[src/rtl/ifetch_stage_if.sv]
// rtl/ifetch_stage_if.sv - instruction ROM bus between the fetch stage and the combinational ROM
interface ifetch_stage_if #(
    parameter int ROM_AW = 5
);
    logic [ROM_AW-1:0] rom_addr;
    logic [31:0]       rom_instr;

    modport master (output rom_addr, input rom_instr);
    modport slave  (input rom_addr, output rom_instr);
endinterface

[src/rtl/ifetch_stage.sv]
// rtl/ifetch_stage.sv - Ozone MIPS fetch stage: PC, IF/ID register, stall/flush/redirect handling
// Optional FETCH_BOUNDS_CHECK_EN: out-of-range fetches load a nop and set sticky fetch_fault.
module ifetch_stage #(
    parameter logic [31:0] RESET_PC = 32'h0000_0000,
    parameter int          ROM_AW   = 5
) (
    input  logic                 clk,
    input  logic                 rst_n,
    ifetch_stage_if.master       rom,
    input  logic                 stall,
    input  logic                 flush,
    input  logic                 redirect_valid,
    input  logic [31:0]          redirect_target,
    output logic [31:0]          pc,
    output logic [31:0]          if_id_instr,
    output logic [31:0]          if_id_pc4,
    output logic                 if_id_valid,
    output logic [15:0]          fetch_count,
    output logic                 fetch_fault
);
    logic [31:0] pc_q, pc_d;
    logic        pend_q, pend_d;
    logic [31:0] pend_tgt_q, pend_tgt_d;
    logic [31:0] instr_q, instr_d;
    logic [31:0] pc4_q, pc4_d;
    logic        valid_q, valid_d;
    logic [15:0] count_q, count_d;
    logic        fault_q, fault_d;

    logic [31:0] pc_plus4;
    logic [31:0] tgt_aligned;
    logic [31:0] fetched;
    logic        out_of_range;
    logic        unused_tgt_lsbs;

    assign pc_plus4        = pc_q + 32'd4;
    assign tgt_aligned     = {redirect_target[31:2], 2'b00};
    assign unused_tgt_lsbs = ^redirect_target[1:0];
    assign rom.rom_addr    = pc_q[ROM_AW+1:2];

`ifdef FETCH_BOUNDS_CHECK_EN
    assign out_of_range = |pc_q[31:ROM_AW+2];
    assign fetched      = out_of_range ? 32'h0 : rom.rom_instr;
`else
    logic unused_pc_hi;
    assign unused_pc_hi = ^pc_q[31:ROM_AW+2];
    assign out_of_range = 1'b0;
    assign fetched      = rom.rom_instr;
`endif

    always_comb begin
        pc_d       = pc_q;
        pend_d     = pend_q;
        pend_tgt_d = pend_tgt_q;
        instr_d    = instr_q;
        pc4_d      = pc4_q;
        valid_d    = valid_q;
        count_d    = count_q;
        fault_d    = fault_q;

        // A redirect seen while stalled is parked; the newest one overwrites the parked target.
        if (stall) begin
            if (redirect_valid) begin
                pend_d     = 1'b1;
                pend_tgt_d = tgt_aligned;
            end
        end else if (redirect_valid) begin
            pc_d   = tgt_aligned;
            pend_d = 1'b0;
        end else if (pend_q) begin
            pc_d   = pend_tgt_q;
            pend_d = 1'b0;
        end else begin
            pc_d = pc_plus4;
        end

        if (flush) begin
            valid_d = 1'b0;
            instr_d = 32'h0;
        end else if (!stall) begin
            instr_d = fetched;
            pc4_d   = pc_plus4;
            valid_d = 1'b1;
            count_d = count_q + 16'd1;
            if (out_of_range) begin
                fault_d = 1'b1;
            end
        end
    end

    always_ff @(posedge clk) begin
        if (!rst_n) begin
            pc_q       <= RESET_PC;
            pend_q     <= 1'b0;
            pend_tgt_q <= 32'h0;
            instr_q    <= 32'h0;
            pc4_q      <= 32'h0;
            valid_q    <= 1'b0;
            count_q    <= 16'h0;
            fault_q    <= 1'b0;
        end else begin
            pc_q       <= pc_d;
            pend_q     <= pend_d;
            pend_tgt_q <= pend_tgt_d;
            instr_q    <= instr_d;
            pc4_q      <= pc4_d;
            valid_q    <= valid_d;
            count_q    <= count_d;
            fault_q    <= fault_d;
        end
    end

    assign pc          = pc_q;
    assign if_id_instr = instr_q;
    assign if_id_pc4   = pc4_q;
    assign if_id_valid = valid_q;
    assign fetch_count = count_q;
    assign fetch_fault = fault_q;
endmodule

[src/flat_wrapper.sv]
// flat-port wrapper written by rule: the top's interface ports become plain ports
module ifetch_stage_flat 
#(
    parameter logic [31:0] RESET_PC = 32'h0000_0000,
    parameter int          ROM_AW   = 5
)
  (clk, rst_n, stall, flush, redirect_valid, redirect_target, pc, if_id_instr, if_id_pc4, if_id_valid, fetch_count, fetch_fault, rom_rom_addr, rom_rom_instr);
  ifetch_stage_if #(.ROM_AW(ROM_AW)) rom_i ();
  input  logic clk;
  input  logic rst_n;
  input  logic stall;
  input  logic flush;
  input  logic redirect_valid;
  input  logic [31:0] redirect_target;
  output logic [31:0] pc;
  output logic [31:0] if_id_instr;
  output logic [31:0] if_id_pc4;
  output logic if_id_valid;
  output logic [15:0] fetch_count;
  output logic fetch_fault;
  output wire logic [$bits(rom_i.rom_addr)-1:0] rom_rom_addr;
  input wire logic [$bits(rom_i.rom_instr)-1:0] rom_rom_instr;
  assign rom_rom_addr = rom_i.rom_addr;
  assign rom_i.rom_instr = rom_rom_instr;
  ifetch_stage #(.RESET_PC(RESET_PC), .ROM_AW(ROM_AW)) u_core (.clk(clk), .rst_n(rst_n), .rom(rom_i), .stall(stall), .flush(flush), .redirect_valid(redirect_valid), .redirect_target(redirect_target), .pc(pc), .if_id_instr(if_id_instr), .if_id_pc4(if_id_pc4), .if_id_valid(if_id_valid), .fetch_count(fetch_count), .fetch_fault(fetch_fault));
endmodule
[config.mk]
export PLATFORM = sky130hd
export DESIGN_NAME = ifetch_stage_flat
export DESIGN_NICKNAME = d
export VERILOG_FILES = /design/src/rtl/ifetch_stage_if.sv /design/src/rtl/ifetch_stage.sv /design/src/flat_wrapper.sv
export SDC_FILE = /design/constraint.sdc
export NUM_CORES = 1
export LEC_CHECK = 0
export ABC_AREA = 1
export BUFFER_PORTS_ARGS = -buffer_cell sky130_fd_sc_hd__buf_2
export CORE_MARGIN = 1.5
export CORE_UTILIZATION = 56
export CTS_CLUSTER_DIAMETER = 30
export DETAILED_ROUTE_END_ITERATION = 7
export PLACE_DENSITY = 0.95
export RECOVER_POWER = 100
export SETUP_SLACK_MARGIN = 0.02
export SLEW_MARGIN = 40
export SYNTH_ARGS = -nofsm -noshare
export SYNTH_HDL_FRONTEND = slang
export SYNTH_SLANG_ARGS = --single-unit
[constraint.sdc]
create_clock -name clk -period 4.3 [get_ports clk]
set_input_delay 0.86 -clock clk [delete_from_list [all_inputs] [get_ports clk]]
set_output_delay 0.86 -clock clk [all_outputs]
set_load 0.01 [all_outputs]
==> impl_results.md, run 1 <==
- Outcome: finished with violations
- Failing checks: capacitance limit, slew limit
- Placeable Area: 11500 um2
- Post-synth top flop: dfxtp_1
- Post-DRT Antenna Nets: 0
- First-pass DRT Iterations: 6
- CTS tree: yes
- Fmax: 331 MHz
- Synth area leader: dfxtp_1
- Core Util, Final: 69.1%
- Postcts setup bufs: 0
- Combinational power share: 10.8%
- Die Area: 12500 um2
- PwrDens: 420 nW/um2
- Max VDD drop: 0.310 mV
- Pin slew with the least headroom to its limit: 2.54 ns
- Cell mode on critical path: clkbuf_1
- Synth top area cells: dfxtp_1, a21oi_1, nand2_1
- Row Count: 39
- Fin area: 7930 um2
- Top post-synthesis cells by count: nand2_1, a21oi_1, dfxtp_1
- Hold path cells: 2
- Yosys warning count: 0
- Drc violations: 0
- Cells after Synth: 933
- Setup tns final: 0 ns
- Global-route wire length before repair: 29500 um
- Crit path time final: 3.02 ns
- Placer Congestion: 0.912
- Slowest CP cell: clkbuf_1
- Sink Count: 140
- Net switching power: 0.842 mW
- CP delay by family, top: buffers and inverters
- Number of flops mapped to enable cells by yosys: 0
- Sw frac: 25.3%
- Fill cells: 1018
- Crit path kind: in -> reg
- Vias in the first global route: 6194
- Post-synth ARST share: 0%
- Largest net degree at the start of global routing: 87
- Post-cts resize count: 0
- Post-synthesis sequential area ratio: 42.4%
- Die X: 112 um
- Hold Startpoint: u_core.pend_tgt_q[27]
- Yosys reg bits: 140
- Share of layout cells above drive strength 1: 12.0%
- DR WL/cell: 14.7 um
- CP max stage delay: 0.91 ns
- HP Class: reg -> reg
- Syn Std Cell Area: 6620 um2
- TritonCTS Buffers: 17
- Clock skew: 0.0104 ns
- Share of the synthesized area in the top cell type: 42.4%
- Initial antenna violation count: 1
- Slew HR: -69.0%
- Hold_buf cts: 0
- H-tree depth: 4
- Worst Setup End Kind: register
- Leak Pwr: 3.27 nW
- Final Slew Violations: 62
- Port-buffer cells: 180
- Clk_lat worst skew: 0.42 ns
- I/O pin count: 188
- Placed Instance Area: 7480 um2
- Cell-internal power: 2.49 mW
- Internal reg-to-reg setup slack: 2.29 ns
- PnR Total Power: 3.33 mW
- Fin. Hold Viols: 0
- GRT overflow: 0
- Crit share post-route: 70.2%
- Root Driver: clkbuf_16
- Worst-path cell chain: clkbuf_1, clkbuf_1, inv_4, o21ai_0, a21oi_1
- Arrival time worst endpoint: 3.29 ns
- R2R Path End: u_core.pc[14]
- RSZ-0062 raised after global routing: no
- CP Buf/Inv Count: 3
- Die Ht: 112 um
- Clock power share: 46.3%
- Most numerous cell in the Yosys netlist: nand2_1
- Final setup viols: 0
- Worst Reg-to-Reg Cells: 5
- Critical Path Fanout Max: 64
- Yosys cell types: 39
- Final wirelength: 18200 um
- Seq pwr share: 43.0%
- Hold endpoint: u_core.pend_tgt_q[27]
- Area growth, synth to finish: 19.8%
- Gr usage total: 29.2%
- Max cap viols: 1
- Starting Density: 57.7%
- Clock Tree Buf Depth: 2
- Via Count: 6818
- CP startpoint kind: input port
- Starting DRT DRC Count: 736
- Final net count: 1151
- Syn avg cell area: 7.09 um2
- Worst EP required: 4.58 ns
- Reg2Reg Launch Point: u_core.pend_q
- Number of vias per cell: 5.52
- DPL Wire Length: 12400 um
- Worst-path clk slew: 0.06 ns
## cells by family after synthesis
family                     after synthesis  synth area share, %
adders and majority gates                2                0.378
and+or+nand+nor                        341                 23.9
AOI/OAI and AO/OA                      275                 22.1
buffers and inverters                  165                 10.1
DFF                                    140                 42.4
other                                    1               0.0567
xor gates and xnor gates                 9                 1.19
## layer usage
layer  GRT usage, %  vias up  wire length, um
li1               -     3343                -
met1           36.6     3089             7430
met2           46.5      336             8590
met3           7.08       50             1460
met4           15.9        0              731
met5              0        -                0
## stage by stage
step | cells | hold slack [ns] | worst slack [ns]
after detailed placement | 1204 | 0.444 | 1.82
after global routing | 1236 | 0.474 | 1.07
final | 1236 | 0.452 | 1.28
after CTS | 1235 | 0.453 | 2.26
after floorplan | 937 | 0.430 | 2.53
after global placement | 1204 | 0.441 | 1.70
## sequential cells by signal (all words and copies together) (netlist names)
register,cells
u_core.if_id_instr,32
u_core.if_id_pc4,30
u_core.pc,30
u_core.pend_tgt_q,30
u_core.fetch_count,16
u_core.if_id_valid,1
u_core.pend_q,1
## power by group through the flow
stage / registers, mW / logic, mW / clock network [mW]
after CTS: 1.43 / 0.369 / 1.55
after global placement: 1.45 / 0.358 / 0
after floorplan: 1.46 / 0.217 / 0
after global routing: 1.44 / 0.401 / 1.61
after detailed placement: 1.45 / 0.366 / 0
final: 1.43 / 0.358 / 1.54
## cell usage in the layout, fill, tap and decap left out, types with 8 or more instances in the layout
cell	synthesis	final
clkbuf_1	38	119
inv_1	98	97
nor2_1	64	66
buf_2	8	65
nand3_1	53	55
nand2_1	178	178
o211ai_1	19	19
nor3_1	7	8
a21oi_1	153	153
clkbuf_16	0	17
dfxtp_1	140	140
o21ai_0	88	89
## worst reg2reg max path, cell delays in order, from the launching register on
cell and delay, ns:
dfxtp_1 0.72, buf_4 0.38, inv_1 0.38, nand3_1 0.27
nand2_1 0.07, a21oi_1 0.12
## worst max path at each step
stage / from / to / slack, ns / depth (start not counted)
finish: stall / u_core.pc[3] / 1.28 / 5
global route: stall / u_core.pend_tgt_q[30] / 1.07 / 5
CTS: stall / u_core.pend_tgt_q[30] / 2.26 / 5
detailed placement: stall / u_core.pend_tgt_q[30] / 1.82 / 5
global placement: rst_n / u_core.if_id_instr[6] / 1.70 / 5
floorplan: stall / u_core.fetch_count[12] / 2.53 / 8
## cell type report
type | count | area [um2] | share of cell area (%)
diodes | 1 | 2.50 | 0.0316
clock buffers | 20 | 457 | 5.76
clock inverters | 11 | 168 | 2.12
inverters | 102 | 385 | 4.86
multi-input cells | 632 | 3130 | 39.5
flip-flops and latches | 140 | 2800 | 35.4
well taps | 143 | 179 | 2.26
repair buffers | 187 | 798 | 10.1
Note: power is estimated with default switching activity, not from simulation.
==> inputs of run 2 (changes only) <==
Settings changed: CORE_UTILIZATION 56 to 47, PLACE_DENSITY 0.95 to 0.88.
Clock period 4.3 ns to 2.6 ns, I/O delays scaled along.
==> impl_results.md, run 2 (same netlist as run 1, synthesis figures left out) <==
- Outcome: finished, final reports clean
- Drc violations: 0 (unchanged)
- Clock skew: 0.00637 ns (-0.00403 ns)
- Clock Tree Buf Depth: 2 (unchanged)
- Postcts setup bufs: 0 (unchanged)
- Share of layout cells above drive strength 1: 12.0% (+0.015 points)
- CP startpoint kind: register
- Final setup viols: 0 (unchanged)
- Fin area: 7970 um2 (+0.60%)
- TritonCTS Buffers: 17 (unchanged)
- DPL Wire Length: 12900 um (+3.7%)
- PwrDens: 693 nW/um2 (+65%)
- Most common cell after layout, fill and taps aside: nand2_1
- Starting Density: 47.9% (-9.8 points)
- Vias in the first global route: 6296 (+1.6%)
- Die X: 122 um (+8.9%)
- Final Slew Violations: 0 (-100%)
- DP Worst Slack: 0.726 ns (-1.10 ns)
- Max VDD drop: 0.412 mV (+33%)
- Worst-path clk slew: 0.06 ns (about the same)
- Register area: 2800 um2 (unchanged)
- Placed Cells: 1247 (+3.6%)
- Worst Setup End Kind: register
- Leak Pwr: 3.25 nW (-0.76%)
- Combinational power share: 10.8% (about the same)
- Slew HR: 33.0% (+100 points)
- RSZ-0062 raised after global routing: no
- Die Ht: 122 um (+8.9%)
- Fill cells: 1342 (+32%)
- Placer Congestion: 0.893 (-2.0%)
- Fin. Hold Viols: 0 (unchanged)
- Pin slew with the least headroom to its limit: 1.01 ns (-1.53 ns)
- Placeable Area: 13800 um2 (+21%)
- Hold_buf cts: 0 (unchanged)
- Crit path kind: reg -> reg
- Crit share post-route: 84.1%
- PnR Total Power: 5.53 mW (+66%)
- Fmax: 457 MHz
- Root Driver: clkbuf_16
- Final WS setup: 0.414 ns (-0.869 ns)
- First-pass DRT Iterations: 5 (-1)
- I/O pin count: 188 (unchanged)
- CTS tree: yes
- Row Count: 43 (+10%)
- Largest register FFs: 32 (unchanged)
- Arrival time worst endpoint: 2.54 ns (-0.75 ns)
- HP Class: in -> reg
- Port-buffer cells: 180 (unchanged)
- Worst EP required: 2.96 ns (-1.62 ns)
- Cell-internal power: 4.08 mW (+64%)
- Setup tns final: 0 ns (unchanged)
- Post-cts resize count: 0 (unchanged)
- Sink Count: 140 (unchanged)
- Area growth, synth to finish: 20.5%
- Final wirelength: 18700 um (+2.5%)
- Placed Instance Area: 7610 um2 (+1.7%)
- Via Count: 6820 (+0.029%)
- Final net count: 1157 (+0.52%)
- H-tree depth: 4 (unchanged)
- GRT overflow: 0 (unchanged)
- Gr usage total: 25.5% (-3.8 points)
- Most frequent cells in the layout: nand2_1, a21oi_1, dfxtp_1
- Die Area: 14800 um2 (+19%)
- Initial antenna violation count: 1 (unchanged)
- Multi-input gate area: 3080 um2 (-1.6%)
- Critical Path Fanout Max: 6 (-91%)
- Number of vias per cell: 5.33 (-3.4%)
- DR WL/cell: 14.6 um (-1.0%)
- Starting DRT DRC Count: 665 (-9.6%)
- Largest net degree at the start of global routing: 65 (-25%)
- Clk_lat worst skew: 0.43 ns (about the same)
- Crit path time final: 2.19 ns
- Global-route wire length before repair: 30000 um (+1.8%)
- Post-DRT Antenna Nets: 0 (unchanged)
- Sw frac: 26.2% (+0.91 points)
- Layout Cells excl Fill: 1280 (+3.6%)
- Seq pwr share: 42.7% (-0.3 points)
- Clock power share: 46.5% (+0.2 points)
- Max cap viols: 0 (-1)
- Net switching power: 1.45 mW (+72%)
-- run 2: per-stage QoR --
step	utilization (%)	hold WS [ns]
6_report	57.7	0.338
5_1_grt	57.7	0.333
4_1_cts	59.5	0.329
3_5_place_dp	55.0	0.441
3_3_place_gp	55.0	0.439
2_1_floorplan	-	0.430
-- run 2: path summary, 6_finish.rpt --
| check | startpoint | end | slack, ns | cells after the start |
|---|---|---|---|---|
| setup reg to reg | u_core.pc[2] | u_core.pc[27] | 0.41 | 8 |
| hold / removal | rom_rom_instr[23] | u_core.if_id_instr[23] | 0.34 | 3 |
| hold reg to reg | u_core.pend_tgt_q[31] | u_core.pend_tgt_q[31] | 0.45 | 2 |
| setup / recovery | u_core.pc[2] | u_core.pc[27] | 0.41 | 8 |
-- run 2: routing by layer --
metal | part of all wire (%) | track usage (%) | vias up | wire [um]
met5 | 0 | 0 | - | 0
met3 | 7.8 | 6.46 | 31 | 1450
met4 | 2.4 | 9.85 | 0 | 457
met2 | 48 | 43.0 | 267 | 8950
met1 | 42 | 31.2 | 3166 | 7800
li1 | - | - | 3356 | -
-- run 2: worst max-delay path, cell delays in order, from the launching register on --
cell and delay [ns]:
dfxtp_1 0.47, inv_1 0.09, nor2_1 0.45, nand2_1 0.34, nor2_1 0.29, nand3_1 0.16
nand3_1 0.15, nand2_1 0.07, a21oi_1 0.11
-- run 2: layout make-up --
cell class	instances	area share [%]
multi-input combinational	632	38.7
timing repair buffer	193	10.7
clock buffer	18	5.38
antenna	1	0.0314
sequential	140	35.2
clock inverter	14	2.42
tap	180	2.82
inverter	102	4.80
-- run 2: power groups by stage --
stage          logic [mW]  registers [mW]  clock network (mW)
3_5_place_dp        0.623            2.40                   0
3_3_place_gp        0.611            2.39                   0
5_1_grt             0.673            2.37                2.69
4_1_cts             0.631            2.35                2.59
6_report            0.596            2.36                2.57
2_1_floorplan       0.359            2.42                   0
==> inputs of run 3 (changes only) <==
Clock period 2.6 ns to 2 ns, I/O delays scaled along.
==> impl_results.md, run 3 (same netlist as run 1, synthesis figures left out) <==
- Postcts setup bufs: 0 (unchanged)
- Clk_lat worst skew: 0.42 ns (about the same)
- Cell mode on critical path: nand2_1
- H-tree depth: 4 (unchanged)
- Critical Path Fanout Max: 7 (+1)
- Final wirelength: 18800 um (+0.53%)
- Placed Instance Area: 7650 um2 (+0.53%)
- Fin. Hold Viols: 0 (unchanged)
- Outcome: finished, final reports clean
- Pin slew with the least headroom to its limit: 1.11 ns (+0.108 ns)
- Slowest CP cell: dfxtp_1
- Vias in the first global route: 6302 (+0.095%)
- Leak Pwr: 3.32 nW (+2.4%)
- CP startpoint kind: register
- Setup tns final: 0 ns (unchanged)
- Fmax: 549 MHz (+20%)
- Combinational power share: 11.5% (+0.7 points)
- Reg2Reg Launch Point: u_core.pc[3]
- Worst Reg-to-Reg Cells: 10 (+2)
- CP Launch Point: u_core.pc[3]
- I/O pin count: 188 (unchanged)
- PwrDens: 867 nW/um2 (+25%)
- Max VDD drop: 0.558 mV (+35%)
- R2R Path End: u_core.if_id_pc4[26]
- Row Count: 43 (unchanged)
- Clock power share: 44.6% (-1.9 points)
- Arrival time worst endpoint: 2.13 ns (-0.41 ns)
- Final net count: 1159 (+0.17%)
- Starting Density: 47.9% (unchanged)
- Internal reg-to-reg setup slack: 0.18 ns (-0.24 ns)
- Fin area: 8060 um2 (+1.0%)
- Crit path to: u_core.if_id_pc4[26]
- Final setup viols: 0 (unchanged)
- Clock skew: 0.00732 ns (+0.000952 ns)
- TritonCTS Buffers: 17 (unchanged)
- Cell-internal power: 5.15 mW (+26%)
- Final Slew Violations: 0 (unchanged)
- Clock Tree Buf Depth: 2 (unchanged)
- CP delay by family, top: simple AND/OR/NAND/NOR gates
- Hold_buf cts: 0 (unchanged)
- HP Class: in -> reg
- Worst Setup End Kind: register
- Worst EP required: 2.30 ns (-0.66 ns)
- RSZ-0062 raised after global routing: no
- Seq pwr share: 43.9% (+1.2 points)
- CP max stage delay: 0.42 ns (-0.05 ns)
- Largest net degree at the start of global routing: 58 (-11%)
- Share of layout cells above drive strength 1: 13.0% (+0.98 points)
- Most common cell after layout, fill and taps aside: nand2_1
- Net switching power: 1.83 mW (+26%)
- Largest register FFs: 32 (unchanged)
- Port-buffer cells: 180 (unchanged)
- Crit path time final: 1.82 ns (-0.364 ns)
- Initial antenna violation count: 4 (+3)
- Via Count: 6813 (-0.10%)
- Most frequent cells in the layout: nand2_1, a21oi_1, dfxtp_1
- Post-cts resize count: 0 (unchanged)
- Root Driver: clkbuf_16
- Slew HR: 25.7% (-7.2 points)
- Placer Congestion: 0.892 (-0.16%)
- Die Area: 14800 um2 (unchanged)
- CTS tree: yes
- CP Buf/Inv Count: 1 (unchanged)
- Die X: 122 um (unchanged)
- Max cap viols: 0 (unchanged)
- Fill cells: 1339 (-0.22%)
- DR WL/cell: 14.6 um (+0.14%)
- Sink Count: 140 (unchanged)
- GRT overflow: 0 (unchanged)
- Area growth, synth to finish: 21.7%
- Gr usage total: 25.8% (+0.33 points)
- Number of vias per cell: 5.30 (-0.49%)
- Crit path kind: reg -> reg
- DPL Wire Length: 13200 um (+1.9%)
- Worst-path cell chain: ha_1, nand2_2, nor2_8, nand2_4, nor2_4, nand2_1, nand2_1, nand3_1, o211ai_1, inv_1
- Die Ht: 122 um (unchanged)
- Critical Path Stages: 10 (+2)
- Placeable Area: 13800 um2 (unchanged)
- Global-route wire length before repair: 30200 um (+0.62%)
- Post-DRT Antenna Nets: 0 (unchanged)
- Sw frac: 26.2% (about the same)
- Crit share post-route: 91.1% (+7.0 points)
- First-pass DRT Iterations: 8 (+3)
- Worst-path clk slew: 0.06 ns (about the same)
- Drc violations: 0 (unchanged)
- Starting DRT DRC Count: 640 (-3.8%)
-- run 3: cell count changes in the layout (fill, tap and decap cells not counted), moves of 3 or more --
cell / change
nand2_1: -4
buf_12: +3
buf_2: +3
buf_4: -3
clkbuf_8: +3
clkinvlp_4: +3
diode_2: +3
inv_6: -3
nand2_4: +3
nor2_1: -3
-- run 3: worst min path at each step --
stage,endpoint,cells past startpoint,slack (ns),startpoint
finish,u_core.if_id_instr[31],3,0.23,rom_rom_instr[31]
global route,u_core.if_id_instr[10],3,0.23,rom_rom_instr[10]
CTS,u_core.if_id_instr[22],3,0.21,rom_rom_instr[22]
detailed placement,u_core.pend_tgt_q[25],2,0.44,u_core.pend_tgt_q[25]
global placement,u_core.pend_tgt_q[27],2,0.44,u_core.pend_tgt_q[27]
floorplan,u_core.pend_tgt_q[17],2,0.43,u_core.pend_tgt_q[17]
-- run 3: stage by stage --
stage | std cells | hold WS [ns] | total power, mW | utilization [%] | worst slack, ns
4_1_cts | 1281 | 0.214 | 7.06 | 59.6 | 0.223
5_1_grt | 1285 | 0.231 | 7.27 | 58.3 | 0.0545
3_3_place_gp | 1249 | 0.439 | 3.92 | 55.3 | 0.302
6_report | 1285 | 0.226 | 6.98 | 58.3 | 0.178
3_5_place_dp | 1249 | 0.443 | 3.95 | 55.3 | 0.239
2_1_floorplan | 937 | 0.430 | 3.61 | - | 0.417
-- run 3: area by class of cell --
| class | instances | area, um2 | share of cell area (%) |
|---|---|---|---|
| antenna | 4 | 10.0 | 0.124 |
| clock buffer | 22 | 474 | 5.89 |
| clock inverter | 10 | 115 | 1.43 |
| inverter | 102 | 383 | 4.75 |
| multi-input combinational | 632 | 3140 | 39.0 |
| sequential | 140 | 2800 | 34.8 |
| tap | 180 | 225 | 2.80 |
| timing repair buffer | 195 | 907 | 11.3 |
-- run 3: worst min-delay path: stages --
cell	delay [ns]
buf_2	0.10
nand2_1	0.05
a21oi_1	0.05
-- run 3: per-layer routing --
| layer | up-vias | part of all wire, % | wire (um) | GRT usage [%] |
|---|---|---|---|---|
| li1 | 3367 | - | - | - |
| met1 | 3105 | 42 | 7800 | 31.5 |
| met2 | 296 | 48 | 8920 | 42.8 |
| met3 | 45 | 8.0 | 1490 | 6.69 |
| met4 | 0 | 2.9 | 552 | 11.6 |
| met5 | - | 0 | 0 | 0 |
-- run 3: power by group through the flow --
stage	clock [mW]	combinational, mW	sequential (mW)
5_1_grt	3.28	0.909	3.08
3_3_place_gp	0	0.813	3.11
2_1_floorplan	0	0.467	3.14
6_report	3.11	0.806	3.06
4_1_cts	3.16	0.840	3.06
3_5_place_dp	0	0.835	3.12
